<file path="src/rtl/snake_game_core_if.sv">
// Beam position, sync strobes and player controls into the snake core,
// and the registered colour, delayed sync and game status back out.
interface snake_game_core_if;
    logic [8:0] hpos;
    logic [8:0] vpos;
    logic       display_on;
    logic       hsync;
    logic       vsync;
    logic       btn_up;
    logic       btn_down;
    logic       btn_left;
    logic       btn_right;
    logic       start;
    logic [2:0] rgb;
    logic       hsync_o;
    logic       vsync_o;
    logic [7:0] score;
    logic       game_over;

    modport master (
        output hpos, vpos, display_on, hsync, vsync,
        output btn_up, btn_down, btn_left, btn_right, start,
        input  rgb, hsync_o, vsync_o, score, game_over
    );

    modport slave (
        input  hpos, vpos, display_on, hsync, vsync,
        input  btn_up, btn_down, btn_left, btn_right, start,
        output rgb, hsync_o, vsync_o, score, game_over
    );
endinterface

</file>
<file path="src/rtl/snake_game_core.sv">
// Snake game core: snake, food and score on a 16x15 grid stepped on vsync
// ticks, plus a registered per-pixel colour with sync delayed to match.
module snake_game_core #(
    parameter int MAX_LEN     = 16,
    parameter int INIT_LEN    = 3,
    parameter int STEP_FRAMES = 8
) (
    input  logic             clk,
    input  logic             reset,
    snake_game_core_if.slave bus
);
    localparam int LW = $clog2(MAX_LEN + 1);
    localparam int FW = (STEP_FRAMES > 1) ? $clog2(STEP_FRAMES) : 1;

    typedef enum logic [1:0] {ST_IDLE = 2'd0, ST_RUN = 2'd1, ST_OVER = 2'd2} state_t;
    // Opposite directions differ only in bit 0.
    typedef enum logic [1:0] {DIR_RIGHT = 2'd0, DIR_LEFT = 2'd1, DIR_UP = 2'd2, DIR_DOWN = 2'd3} dir_t;

    state_t        state_q;
    dir_t          dir_q, pend_q;
    logic [3:0]    seg_x_q [MAX_LEN];
    logic [3:0]    seg_y_q [MAX_LEN];
    logic [LW-1:0] len_q;
    logic [3:0]    food_x_q, food_y_q;
    logic [7:0]    score_q, lfsr_q;
    logic [FW-1:0] frame_q;
    logic          game_over_q, vsync_q, hsync_q;
    logic [2:0]    rgb_q, rgb_d;

    logic       tick_s, step_s, wall_s, eat_s, self_hit_s, btn_any_s, btn_load_s;
    dir_t       btn_dir_s;
    logic [3:0] nh_x_s, nh_y_s, cell_x_s, cell_y_s;
    logic       head_hit_s, body_hit_s, food_hit_s, unused_s;

    function automatic logic [7:0] lfsr_next(input logic [7:0] v);
        return {v[6:0], v[7] ^ v[5] ^ v[4] ^ v[3]};
    endfunction

    assign tick_s     = bus.vsync & ~vsync_q;
    assign step_s     = (state_q == ST_RUN) && tick_s && (frame_q == FW'(STEP_FRAMES - 1));
    assign btn_load_s = (state_q == ST_RUN) && btn_any_s && (btn_dir_s != dir_t'(dir_q ^ 2'b01));
    assign unused_s   = ^{bus.hpos[8], bus.hpos[3:0], bus.vpos[8], bus.vpos[3:0]};

    assign bus.rgb       = rgb_q;
    assign bus.hsync_o   = hsync_q;
    assign bus.vsync_o   = vsync_q;
    assign bus.score     = score_q;
    assign bus.game_over = game_over_q;

    // Button priority encoder: up > down > left > right.
    always_comb begin
        btn_dir_s = DIR_RIGHT;
        btn_any_s = 1'b1;
        if (bus.btn_up)         btn_dir_s = DIR_UP;
        else if (bus.btn_down)  btn_dir_s = DIR_DOWN;
        else if (bus.btn_left)  btn_dir_s = DIR_LEFT;
        else if (bus.btn_right) btn_dir_s = DIR_RIGHT;
        else                    btn_any_s = 1'b0;
    end

    // Next head cell and the wall, food and self-collision tests for it.
    always_comb begin
        nh_x_s = seg_x_q[0];
        nh_y_s = seg_y_q[0];
        wall_s = 1'b0;
        case (pend_q)
            DIR_RIGHT: begin wall_s = (seg_x_q[0] == 4'd15); nh_x_s = seg_x_q[0] + 4'd1; end
            DIR_LEFT:  begin wall_s = (seg_x_q[0] == 4'd0);  nh_x_s = seg_x_q[0] - 4'd1; end
            DIR_UP:    begin wall_s = (seg_y_q[0] == 4'd0);  nh_y_s = seg_y_q[0] - 4'd1; end
            DIR_DOWN:  begin wall_s = (seg_y_q[0] == 4'd14); nh_y_s = seg_y_q[0] + 4'd1; end
            default:   wall_s = 1'b1;
        endcase
        eat_s      = (nh_x_s == food_x_q) && (nh_y_s == food_y_q);
        self_hit_s = 1'b0;
        // The tail cell only counts when eating, since then it does not vacate.
        for (int i = 0; i < MAX_LEN; i++) begin
            self_hit_s = self_hit_s | ((nh_x_s == seg_x_q[i]) && (nh_y_s == seg_y_q[i]) &&
                         (((i + 1) < int'(len_q)) || (eat_s && (i < int'(len_q)))));
        end
    end

    // Pixel colour for the current beam cell, highest priority first.
    always_comb begin
        cell_x_s   = bus.hpos[7:4];
        cell_y_s   = bus.vpos[7:4];
        head_hit_s = (cell_x_s == seg_x_q[0]) && (cell_y_s == seg_y_q[0]);
        food_hit_s = (cell_x_s == food_x_q) && (cell_y_s == food_y_q);
        body_hit_s = 1'b0;
        for (int i = 1; i < MAX_LEN; i++) begin
            body_hit_s = body_hit_s | ((cell_x_s == seg_x_q[i]) && (cell_y_s == seg_y_q[i]) &&
                         (i < int'(len_q)));
        end
        if (!bus.display_on)         rgb_d = 3'b000;
        else if (head_hit_s)         rgb_d = 3'b110;
        else if (body_hit_s)         rgb_d = 3'b010;
        else if (food_hit_s)         rgb_d = 3'b100;
        else if (state_q == ST_OVER) rgb_d = 3'b001;
        else                         rgb_d = 3'b000;
    end

    // Output pipeline: colour and both syncs share one register stage.
    always_ff @(posedge clk or negedge reset) begin
        if (!reset) begin
            rgb_q   <= 3'b000;
            hsync_q <= 1'b0;
            vsync_q <= 1'b0;
        end else begin
            rgb_q   <= rgb_d;
            hsync_q <= bus.hsync;
            vsync_q <= bus.vsync;
        end
    end

    // Game state machine with snake, food, score and frame pacing.
    always_ff @(posedge clk or negedge reset) begin
        if (!reset) begin
            state_q     <= ST_IDLE;
            lfsr_q      <= 8'hA5;
            game_over_q <= 1'b0;
            len_q       <= LW'(INIT_LEN);
            dir_q       <= DIR_RIGHT;
            pend_q      <= DIR_RIGHT;
            food_x_q    <= 4'd11;
            food_y_q    <= 4'd7;
            score_q     <= 8'd0;
            frame_q     <= {FW{1'b0}};
            for (int i = 0; i < MAX_LEN; i++) begin
                seg_x_q[i] <= 4'(7 - i);
                seg_y_q[i] <= 4'd7;
            end
        end else begin
            lfsr_q <= lfsr_next(lfsr_q);
            case (state_q)
                ST_IDLE, ST_OVER: begin
                    if (bus.start) begin
                        state_q     <= ST_RUN;
                        game_over_q <= 1'b0;
                        len_q       <= LW'(INIT_LEN);
                        dir_q       <= DIR_RIGHT;
                        pend_q      <= DIR_RIGHT;
                        food_x_q    <= 4'd11;
                        food_y_q    <= 4'd7;
                        score_q     <= 8'd0;
                        frame_q     <= {FW{1'b0}};
                        for (int i = 0; i < MAX_LEN; i++) begin
                            seg_x_q[i] <= 4'(7 - i);
                            seg_y_q[i] <= 4'd7;
                        end
                    end
                end
                ST_RUN: begin
                    if (tick_s) begin
                        frame_q <= (frame_q == FW'(STEP_FRAMES - 1)) ? {FW{1'b0}} : frame_q + FW'(1);
                    end
                    if (btn_load_s) begin
                        pend_q <= btn_dir_s;
                    end
                    if (step_s) begin
                        dir_q <= pend_q;
                        if (wall_s || self_hit_s) begin
                            state_q     <= ST_OVER;
                            game_over_q <= 1'b1;
                        end else begin
                            for (int i = 1; i < MAX_LEN; i++) begin
                                seg_x_q[i] <= seg_x_q[i-1];
                                seg_y_q[i] <= seg_y_q[i-1];
                            end
                            seg_x_q[0] <= nh_x_s;
                            seg_y_q[0] <= nh_y_s;
                            if (eat_s) begin
                                if (len_q < LW'(MAX_LEN)) len_q <= len_q + LW'(1);
                                if (score_q != 8'd255)    score_q <= score_q + 8'd1;
                                food_x_q <= lfsr_q[7:4];
                                food_y_q <= (lfsr_q[3:0] == 4'd15) ? 4'd0 : lfsr_q[3:0];
                            end
                        end
                    end
                end
                default: state_q <= ST_IDLE;
            endcase
        end
    end
endmodule
</file>
<file path="src/flat_wrapper.sv">
// flat-port wrapper written by rule: the top's interface ports become plain ports
module snake_game_core_flat 
#(
    parameter int MAX_LEN     = 16,
    parameter int INIT_LEN    = 3,
    parameter int STEP_FRAMES = 8
)
  (clk, reset, bus_hpos, bus_vpos, bus_display_on, bus_hsync, bus_vsync, bus_btn_up, bus_btn_down, bus_btn_left, bus_btn_right, bus_start, bus_rgb, bus_hsync_o, bus_vsync_o, bus_score, bus_game_over);
  snake_game_core_if bus_i ();
  input  logic clk;
  input  logic reset;
  input wire logic [$bits(bus_i.hpos)-1:0] bus_hpos;
  input wire logic [$bits(bus_i.vpos)-1:0] bus_vpos;
  input wire logic [$bits(bus_i.display_on)-1:0] bus_display_on;
  input wire logic [$bits(bus_i.hsync)-1:0] bus_hsync;
  input wire logic [$bits(bus_i.vsync)-1:0] bus_vsync;
  input wire logic [$bits(bus_i.btn_up)-1:0] bus_btn_up;
  input wire logic [$bits(bus_i.btn_down)-1:0] bus_btn_down;
  input wire logic [$bits(bus_i.btn_left)-1:0] bus_btn_left;
  input wire logic [$bits(bus_i.btn_right)-1:0] bus_btn_right;
  input wire logic [$bits(bus_i.start)-1:0] bus_start;
  output wire logic [$bits(bus_i.rgb)-1:0] bus_rgb;
  output wire logic [$bits(bus_i.hsync_o)-1:0] bus_hsync_o;
  output wire logic [$bits(bus_i.vsync_o)-1:0] bus_vsync_o;
  output wire logic [$bits(bus_i.score)-1:0] bus_score;
  output wire logic [$bits(bus_i.game_over)-1:0] bus_game_over;
  assign bus_i.hpos = bus_hpos;
  assign bus_i.vpos = bus_vpos;
  assign bus_i.display_on = bus_display_on;
  assign bus_i.hsync = bus_hsync;
  assign bus_i.vsync = bus_vsync;
  assign bus_i.btn_up = bus_btn_up;
  assign bus_i.btn_down = bus_btn_down;
  assign bus_i.btn_left = bus_btn_left;
  assign bus_i.btn_right = bus_btn_right;
  assign bus_i.start = bus_start;
  assign bus_rgb = bus_i.rgb;
  assign bus_hsync_o = bus_i.hsync_o;
  assign bus_vsync_o = bus_i.vsync_o;
  assign bus_score = bus_i.score;
  assign bus_game_over = bus_i.game_over;
  snake_game_core #(.MAX_LEN(MAX_LEN), .INIT_LEN(INIT_LEN), .STEP_FRAMES(STEP_FRAMES)) u_core (.clk(clk), .reset(reset), .bus(bus_i));
endmodule
</file>
<file path="config.mk">
export PLATFORM = sky130hd
export DESIGN_NAME = snake_game_core_flat
export DESIGN_NICKNAME = d
export VERILOG_FILES = /design/src/rtl/snake_game_core_if.sv /design/src/rtl/snake_game_core.sv /design/src/flat_wrapper.sv
export SDC_FILE = /design/constraint.sdc
export NUM_CORES = 1
export LEC_CHECK = 0
export CORE_ASPECT_RATIO = 1.1
export CORE_MARGIN = 8
export CORE_UTILIZATION = 60
export DETAILED_ROUTE_END_ITERATION = 12
export GPL_TIMING_DRIVEN = 0
export PLACE_DENSITY = 0.84
export REMOVE_ABC_BUFFERS = 1
export SLEW_MARGIN = 5
export SYNTH_ARGS = -nofsm -noshare
export SYNTH_HDL_FRONTEND = slang
export SYNTH_SLANG_ARGS = --single-unit
</file>
<file path="constraint.sdc">
create_clock -name clk -period 5.7 [get_ports clk]
set_input_delay 0.57 -clock clk [delete_from_list [all_inputs] [get_ports clk]]
set_output_delay 0.57 -clock clk [all_outputs]
set_load 0.1 [all_outputs]
</file>
==> metrics.md <==
| Metric | Value |
|---|---|
| Status | `finished, final reports clean` |
| Clock transition at path regs | `0.07 ns` |
| Met1 wire length | `12.2 mm` |
| Final hold violations | `0` |
| Core area | `18200 um^2` |
| Fmax | `180 MHz` |
| Asr flop ratio synth | `100%` |
| Vias per cell | `6.93` |
| Pin slew with the least headroom to its limit | `1.41 ns` |
| Max-cap violations | `0` |
| Reg2reg start | `u_core.seg_y_q[60]` |
| Port Buffers | `31` |
| Total CTS buffers | `17` |
| Initial antenna violation count | `0` |
| Top-area cell type share of the netlist area | `21.8%` |
| Slew Viols, Final | `0` |
| Synth Warn # | `0` |
| DR WL met2 | `15.1 mm` |
| Die Ht | `158 um` |
| Critical Path Source | `u_core.seg_y_q[60]` |
| Layout filler cell count | `1319` |
| Clock Tree Root | `clkbuf_16` |
| Vias | `9205` |
| Fraction of layout cells with a size suffix above 1 | `16.1%` |
| Cells after Synth | `1101` |
| Critical Path Start Type | `flip-flop` |
| Period utilization | `97.6%` |
| Setup violations, final | `0` |
| Crit path time final | `5.56 ns` |
| Max Used Layer | `met4` |
| Flop2flop setup slack | `0.14 ns` |
| Hold Path Class | `in -> async` |
| DR WL met3 | `3.35 mm` |
| Post-synth EDFFs | `0` |
| First-pass GRT wire length | `50.8 mm` |
| Clock sink count | `172` |
| Most common cell after layout, fill and taps aside | `xnor2_1` |
| Placer's final routability congestion estimate | `0.958` |
| Area Growth Syn to Fin | `10.4%` |
| FF-to-FF path depth | `14` |
| Setup Skew | `0.00938 ns` |
| Worst setup EP type | `flip-flop` |
| Synth Area per Inst | `10.1 um^2` |
| Netlist Area Pre-Place | `11100 um^2` |
| Largest net degree at the start of global routing | `90` |
| Die Width | `146 um` |
| Yosys top cell by area | `dfstp_2` |
| Worst path required time | `6.07 ns` |
| RSZ-0062 raised after global routing | `no` |
| Worst path arrival time | `5.93 ns` |
| Setup TNS | `0 ns` |
| Seq/Total Area, Yosys | `39.9%` |
| Post-CTS Hold Buffers | `0` |
| Gr usage total | `28.1%` |
| Grt total ovfl | `0` |
| Crit-path max FO | `30` |
| H-Tree Depth | `4` |
| Most frequent cells in the layout | `xnor2_1, xor2_1, dfstp_2` |
| Worst VDD drop | `407 uV` |
| Main synth FF type | `dfstp_2` |
| # DRC | `0` |
| Reg2reg end | `u_core.seg_x_q[55]` |
| Post-route ant nets | `0` |
| Static Leakage | `4.69 nW` |
| Initial core utilization | `60.8%` |
| 1st-iter DRT viols | `1050` |
| Io pins | `42` |
| Number of global-route vias before repair | `9111` |
| TritonRoute pass-1 iters | `6` |
| Relative slew slack | `5.84%` |
| Post-synth cell types | `73` |
| Worst-Skew Late Latency | `0.44 ns` |
| Final #Nets | `1108` |
| Diodes inserted | `0` |
| CTS tree | `built` |
| DR WL/cell | `24.5 um` |
| Flop and latch count out of synthesis | `172` |
| CP Class | `reg -> reg` |
| Row cnt | `52` |
| Final hold slack | `0.100 ns` |
| Overall die area | `23100 um^2` |
| Maximum clock insertion buffer count | `2` |
| Post-Route WL | `32.5 mm` |
| Top post-synthesis cells by area | `dfstp_2, dfrtp_1, xnor2_1` |
| Hpwl dp | `20.8 mm` |
| Power Dens Cells | `597 nW/um^2` |
==> cell type report <==
| cell class | instances | area (um^2) | share of cell area (%) |
|---|---|---|---|
| multi-input cells | 811 | 6200 | 50.7 |
| flip-flops and latches | 172 | 4430 | 36.2 |
| repair buffers | 55 | 616 | 5.04 |
| clock buffers | 20 | 457 | 3.74 |
| well taps | 243 | 304 | 2.49 |
| clock inverters | 12 | 160 | 1.31 |
| inverters | 15 | 60.1 | 0.492 |
==> per-layer routing <==
metal	vias to the layer above	GRT usage [%]
li1	3928	-
met1	4552	33.9
met4	0	17.9
met3	147	6.42
met5	-	0
met2	578	45.5
==> synth_stat cells, drive strengths merged, types with 3 or more instances <==
cell     instances
a21o             3
nand3           32
and3            11
or4             12
mux2i            3
a22o            45
inv             15
o211ai           3
ha               7
o41ai            4
nor4            26
nand2           37
nor3b            4
nor3            17
o31ai            4
nand4           34
and4             3
a211oi           4
dfstp           92
o21a             4
clkbuf          47
a21oi           33
xor2           120
dfrtp           80
a2111oi         11
o21ai           30
or2              4
nor2b            6
nand2b           8
or3             12
o22a            68
o32a             6
xnor2          167
a31oi           15
and2             3
nor2            31
a22oi            5
buf             58
a2bb2oi          6
==> registers in the layout (all words and copies together) (netlist names) <==
register	count
u_core.pend_q	2
u_core.bus.score	8
u_core.state_q	2
u_core.len_q	5
u_core.lfsr_q	8
u_core.frame_q	3
u_core.bus.game_over	1
u_core.bus.vsync_o	1
u_core.dir_q	2
u_core.food_y_q	4
u_core.bus.hsync_o	1
u_core.bus.rgb	3
u_core.seg_y_q	64
u_core.seg_x_q	64
u_core.food_x_q	4
==> critical path, cell delays in order (launching register included) <==
cell	delay (ns)
dfstp_4	0.89
inv_1	0.24
fa_2	0.47
xnor2_4	0.46
mux2i_4	0.22
xor2_1	0.24
nand2_1	0.11
or3_1	0.58
a2111oi_2	0.59
nor4_1	0.10
and3_1	0.34
a21oi_4	0.43
nand2b_4	0.36
buf_12	0.23
a22o_1	0.18
==> worst max path at each step <==
| stage | endpoint | slack (ns) | cells after the start |
|---|---|---|---|
| after floorplan | u_core.seg_x_q[61] | -0.79 | 12 |
| after global placement | u_core.food_x_q[2] | -4.30 | 15 |
| after global routing | u_core.seg_x_q[55] | 0.01 | 14 |
| after CTS | u_core.seg_y_q[47] | 0.04 | 16 |
| after detailed placement | u_core.seg_x_q[34] | -1.28 | 14 |
| final | u_core.seg_x_q[55] | 0.14 | 14 |
==> logic make-up after synthesis <==
logic type | share of synthesized area [%]
xor gates and xnor gates | 22.8
AOI/OAI and AO/OA | 18.6
and+or+nand+nor | 12.1
DFF | 39.9
buffers and inverters | 4.94
adders and majority gates | 0.972
muxes | 0.588
==> stage by stage <==
| step | utilization [%] | cells | worst slack [ns] | cell area, um^2 | total power, mW |
|---|---|---|---|---|---|
| floorplan | - | 996 | -0.792 | 10600 | 4.69 |
| global placement | 61.4 | 1270 | -4.30 | 11200 | 5.48 |
| detailed placement | 62.6 | 1281 | -1.28 | 11400 | 5.68 |
| CTS | 66.6 | 1319 | 0.0422 | 12100 | 7.09 |
| global route | 67.1 | 1328 | 0.0138 | 12200 | 7.62 |
| finish | 67.1 | 1328 | 0.140 | 12200 | 7.30 |
==> where the power goes <==
| part | switching (mW) | internal (mW) |
|---|---|---|
| registers | 0.785 | 1.81 |
| logic | 1.82 | 1.65 |
| clock network | 0.513 | 0.719 |
==> what timing repair did <==
item / in CTS / in global routing
setup endpoints to repair: 152 / 111
resized for setup: 11 / 1
cloned: 0 / 2
pin swaps: 1 / 2
setup buffers: 6 / 7
No activity file was read; power rests on OpenSTA's default activity.
